### src/rtl/mem_port_arbiter.sv
`default_nettype none
// ============================================================================
// Module      : mem_port_arbiter
// Description : Shares one RAM port between instruction fetch (read-only)
//               and the memory-op data stage (read/write). Each access runs
//               issue -> wait for ram_ack -> respond. Data has fixed
//               priority; fetch is guaranteed a grant after STARVE_LIMIT
//               consecutive losses; accesses never acknowledged abort after
//               TIMEOUT cycles with an error flag.
// Revision    : 1.0 - initial release
// ============================================================================
module mem_port_arbiter #(
    parameter int STARVE_LIMIT = 4,    // 1..15
    parameter int TIMEOUT      = 16    // 1..255
) (
    input  logic        clk,
    input  logic        rst,
    // fetch requester
    input  logic        f_req,
    input  logic [31:0] f_addr,
    output logic [31:0] f_rdata,
    output logic        f_done,
    output logic        f_err,
    // data requester
    input  logic        d_req,
    input  logic        d_we,
    input  logic [31:0] d_addr,
    input  logic [31:0] d_wdata,
    output logic [31:0] d_rdata,
    output logic        d_done,
    output logic        d_err,
    // RAM port
    output logic [31:0] ram_r_addr,
    output logic [31:0] ram_w_addr,
    output logic [31:0] ram_w_line,
    output logic        ram_r,
    output logic        ram_w,
    input  logic [31:0] ram_r_line,
    input  logic        ram_ack
);

    localparam logic [3:0] c_starve_limit = 4'(STARVE_LIMIT);
    localparam logic [7:0] c_tmo_last     = 8'(TIMEOUT - 1);

    typedef enum logic [1:0] {
        ST_IDLE   = 2'd0,
        ST_ACCESS = 2'd1,
        ST_RESP   = 2'd2
    } state_t;

    state_t      r_state;
    logic        r_owner_fetch;   // 0 = data port owns the access, 1 = fetch
    logic [3:0]  r_starve_cnt;    // consecutive arbitrations fetch has lost
    logic [7:0]  r_tmo_cnt;       // cycles spent waiting in ACCESS

    // Fetch takes the grant when it is alone or has been passed over enough.
    logic w_fetch_wins;
    assign w_fetch_wins = f_req & (~d_req | (r_starve_cnt == c_starve_limit));

    // Arbitration, RAM handshake sequencing and all registered outputs.
    always_ff @(posedge clk) begin
        if (rst) begin
            r_state       <= ST_IDLE;
            r_owner_fetch <= 1'b0;
            r_starve_cnt  <= 4'd0;
            r_tmo_cnt     <= 8'd0;
            f_rdata       <= 32'd0;
            f_done        <= 1'b0;
            f_err         <= 1'b0;
            d_rdata       <= 32'd0;
            d_done        <= 1'b0;
            d_err         <= 1'b0;
            ram_r_addr    <= 32'd0;
            ram_w_addr    <= 32'd0;
            ram_w_line    <= 32'd0;
            ram_r         <= 1'b0;
            ram_w         <= 1'b0;
        end else begin
            case (r_state)
                ST_IDLE: begin
                    if (d_req || f_req) begin
                        if (w_fetch_wins) begin
                            r_owner_fetch <= 1'b1;
                            r_starve_cnt  <= 4'd0;
                            ram_r         <= 1'b1;
                            ram_r_addr    <= f_addr;
                        end else begin
                            r_owner_fetch <= 1'b0;
                            if (f_req && (r_starve_cnt != c_starve_limit)) begin
                                r_starve_cnt <= r_starve_cnt + 4'd1;
                            end
                            if (d_we) begin
                                ram_w      <= 1'b1;
                                ram_w_addr <= d_addr;
                                ram_w_line <= d_wdata;
                            end else begin
                                ram_r      <= 1'b1;
                                ram_r_addr <= d_addr;
                            end
                        end
                        r_tmo_cnt <= 8'd0;
                        r_state   <= ST_ACCESS;
                    end
                end

                ST_ACCESS: begin
                    r_tmo_cnt <= r_tmo_cnt + 8'd1;
                    // An acknowledge arriving on the last allowed cycle still
                    // completes cleanly, so it is tested first.
                    if (ram_ack) begin
                        ram_r <= 1'b0;
                        ram_w <= 1'b0;
                        if (r_owner_fetch) begin
                            f_done <= 1'b1;
                            f_err  <= 1'b0;
                            if (ram_r) begin
                                f_rdata <= ram_r_line;
                            end
                        end else begin
                            d_done <= 1'b1;
                            d_err  <= 1'b0;
                            if (ram_r) begin
                                d_rdata <= ram_r_line;
                            end
                        end
                        r_state <= ST_RESP;
                    end else if (r_tmo_cnt == c_tmo_last) begin
                        ram_r <= 1'b0;
                        ram_w <= 1'b0;
                        if (r_owner_fetch) begin
                            f_done  <= 1'b1;
                            f_err   <= 1'b1;
                            f_rdata <= 32'd0;
                        end else begin
                            d_done  <= 1'b1;
                            d_err   <= 1'b1;
                            d_rdata <= 32'd0;
                        end
                        r_state <= ST_RESP;
                    end
                end

                ST_RESP: begin
                    // Requests are deliberately not sampled here so a
                    // requester dropping req at its done edge is not reissued.
                    f_done  <= 1'b0;
                    f_err   <= 1'b0;
                    d_done  <= 1'b0;
                    d_err   <= 1'b0;
                    r_state <= ST_IDLE;
                end

                default: begin
                    r_state <= ST_IDLE;
                end
            endcase
        end
    end

endmodule
`default_nettype wire

### config.mk
export PLATFORM = sky130hd
export DESIGN_NAME = mem_port_arbiter
export DESIGN_NICKNAME = d
export VERILOG_FILES = /design/src/rtl/mem_port_arbiter.sv
export SDC_FILE = /design/constraint.sdc
export NUM_CORES = 1
export LEC_CHECK = 0
export ABC_CLOCK_PERIOD_IN_PS = 1810
export CORE_ASPECT_RATIO = 0.6
export CORE_MARGIN = 2
export CORE_UTILIZATION = 40
export CTS_BUF_LIST = sky130_fd_sc_hd__clkbuf_16
export CTS_CLUSTER_SIZE = 12
export DETAILED_ROUTE_END_ITERATION = 10
export PLACE_DENSITY = 0.83
export SLEW_MARGIN = 20
export SYNTH_ARGS = -nofsm -noshare
export SYNTH_HDL_FRONTEND = slang
export SYNTH_SLANG_ARGS = --single-unit
### constraint.sdc
create_clock -name clk -period 1.81 [get_ports clk]
set_clock_uncertainty 0.05 [all_clocks]
set_input_delay 0.181 -clock clk [delete_from_list [all_inputs] [get_ports clk]]
set_output_delay 0.181 -clock clk [all_outputs]
set_load 0.01 [all_outputs]
==> results_dict.tcl <==
set metrics [dict create \
    status "finished clean" \
    syn_avg_cell_area_um2 8.29 \
    crit-reg2reg-launch "r_tmo_cnt[7]" \
    port-buffer-count 299 \
    path_class "reg2reg" \
    crit_fanout 16 \
    cts.clk_slew.worst_paths_ns 0.07 \
    core-area_mm2 0.0190 \
    initial_utilization_pct 40.8 \
    die_w_um 184 \
    antenna_left 0 \
    finalCritPeriodShare_pct 97.1 \
    tightest_slew_ns 0.474 \
    drv_cap 0 \
    mappedNetlistArea_mm2 0.00774 \
    yosysWarningCount 0 \
    nNetsFinal 1350 \
    cts_tree "yes" \
    worst_slack_ns 0.0522 \
    cp-startpoint "r_tmo_cnt[7]" \
    min_to "r_starve_cnt[0]" \
    clock_latency_ns 0.42 \
    gp_congestion 0.853 \
    ys_seq_elements 181 \
    end_kind "register" \
    remaining_drc_errors 0 \
    cts-htree-levels 4 \
    synth-edff-count 0 \
    grt_pass1_vias 7678 \
    grt_pass1_wl_um 40000 \
    antenna_cells 0 \
    min_from "rst" \
    drive_above_1_share_pct 8.35 \
    via_per_inst 5.64 \
    rsz0062_at_grt "no" \
    synth-async-reset-ratio_pct 0 \
    max_freq_mhz 569 \
    hold_viol 0 \
    synth_flop_cell "dfxtp_1" \
    final_core_util_pct 62.3 \
    area_growth_pct 53.0 \
    relSlewSlack_pct 68.3 \
    r2r_slack_ns 0.05 \
    power_density_mw_per_mm2 871 \
    power.leakage_nw 3.99 \
    rows 39 \
    layout_common_cells "clkdlybuf4s50_1 (298), dfxtp_1 (180), nand2_1 (141)" \
    synth.top_cells.by_area "dfxtp_1 (47%), nand3_1 (8.7%), nand2_1 (7.0%), a21oi_1 (6.7%), o211ai_1 (6.3%)" \
    final-setup-viol-count 0 \
    layout_min_cycle_time_ns 1.76 \
    synth_area_leader_cell "dfxtp_1" \
    peakVddDrop_uv 599 \
    cp_data_required_time_ns 2.06 \
    grt_overflow 0 \
    dp.cells 1431 \
    cp-start-kind "register" \
    clk_root_buffer_cell "clkbuf_16" \
    r2r_end "d_rdata[9]" \
    crit_arrival_ns 2.00 \
    post_drt_wl_per_cell_um 17.9 \
    ys_types 49 \
    grt_usage_pct 24.1 \
    min_path_cells 2 \
    firstDrtPassIters 5 \
    setup_tns_ns 0 \
    synth_cells 933 \
    cts.sinks 181 \
    drv_slew 0 \
    final_common_cell "clkdlybuf4s50_1" \
    drt_iter0_drc 827 \
    yosysTopAreaCellShare_pct 46.8 \
    ios 300 \
    ctsHoldBuffers 0 \
    seq_area_frac_synth_pct 46.8 \
    grt_max_degree 65 \
    dp_slack_ns -0.165 \
    antenna_found_initial 0 \
    routed-via-count 8277 \
    final.fill_count 1603 \
    clock_path_buffers 2 \
    die_y_um 112 \
    route.final.wire_length_um 26300 \
    hpwl_um 17400 \
    r2r_cells 5 \
    cts_made_buffers 17 \
    die_area_mm2 0.0205 \
    finalPower_mw 10.3 \
    syn_nets 1073 \
    final-instance-count-excl-fill 1468 \
    hold_class "in2reg" \
]
registers in the layout, summed over array words and instances, names as in the netlist:
name and cells:
ram_w_line 32, f_rdata 32, ram_r_addr 32, r_tmo_cnt 8, r_owner_fetch 1, ram_r 1
ram_w_addr 32, r_starve_cnt 4, f_err 1, d_rdata 32, ram_w 1, f_done 1
d_err 1, r_state 2, d_done 1
critical path, stage by stage (launching register included):
cell and delay [ns]:
dfxtp_1 0.33, or4_4 0.60, nor3_4 0.13, buf_4 0.17
buf_6 0.22, o211ai_1 0.13
cell usage after synthesis (3+ instances only):
library cell and n:
mux2i_1 32, ha_1 6, o21ai_0 38, o211ai_1 65, and4_1 3, nand3_1 134, or3_1 3, clkbuf_1 65
xor2_1 3, dfxtp_1 181, a21oi_1 104, nor2_1 13, nand2_1 144, buf_1 7, inv_1 8, a31oi_1 3
nand4_1 67, buf_2 13, buf_6 6
per-stage QoR:
step / hold WS [ns] / instance area, um2
after floorplan: 0.267 / 7740
after global placement: 0.390 / 11100
after CTS: 0.0511 / 11700
final: 0.0705 / 11800
after detailed placement: 0.395 / 11100
after global routing: 0.0813 / 11800
report_power, final:
part / total, mW / internal (mW) / switching [mW]
clock network: 3.63 / 2.02 / 1.61
registers: 4.45 / 4.27 / 0.180
logic: 2.23 / 1.13 / 1.10
layout make-up:
cell class / count / area, um2 / share of cell area [%]
multi-input combinational: 651 / 3740 / 31.6
inverter: 8 / 35.0 / 0.296
timing repair buffer: 351 / 3570 / 30.1
tap: 246 / 308 / 2.60
clock buffer: 17 / 425 / 3.59
sequential: 181 / 3620 / 30.6
clock inverter: 14 / 138 / 1.16
cell families after synthesis:
kind of cell | synth area share (%)
compound gates | 17.7
xor+xnor | 0.566
fa+ha+maj | 0.970
buf+inv | 5.79
flops | 46.8
mux | 4.14
simple gates | 24.0
routing by layer:
metal  share of wire, %  global-route usage [%]  up-vias
met5                  0                       0        -
met3                8.6                    7.10       46
met4                1.9                    7.15        0
met2                 44                    37.1      369
met1                 46                    32.8     3921
li1                   -                       -     3941
worst max path at each step:
| stage | endpoint | slack [ns] | cells past startpoint |
|---|---|---|---|
| after floorplan | r_tmo_cnt[7] | 0.05 | 7 |
| after global placement | r_state[1] | -0.09 | 5 |
| after detailed placement | r_tmo_cnt[7] | -0.16 | 7 |
| after CTS | d_rdata[3] | 0.005 | 4 |
| after global routing | ram_r_addr[25] | 0.006 | 7 |
| final | d_rdata[9] | 0.05 | 5 |
timing repair:
action                     4_1_cts  5_1_grt
resized for setup                3       14
cloned                           0        4
setup endpoints to repair        4      148
pin swaps                        0        3
setup buffers                    0        2
No activity file was read; power rests on OpenSTA's default activity.
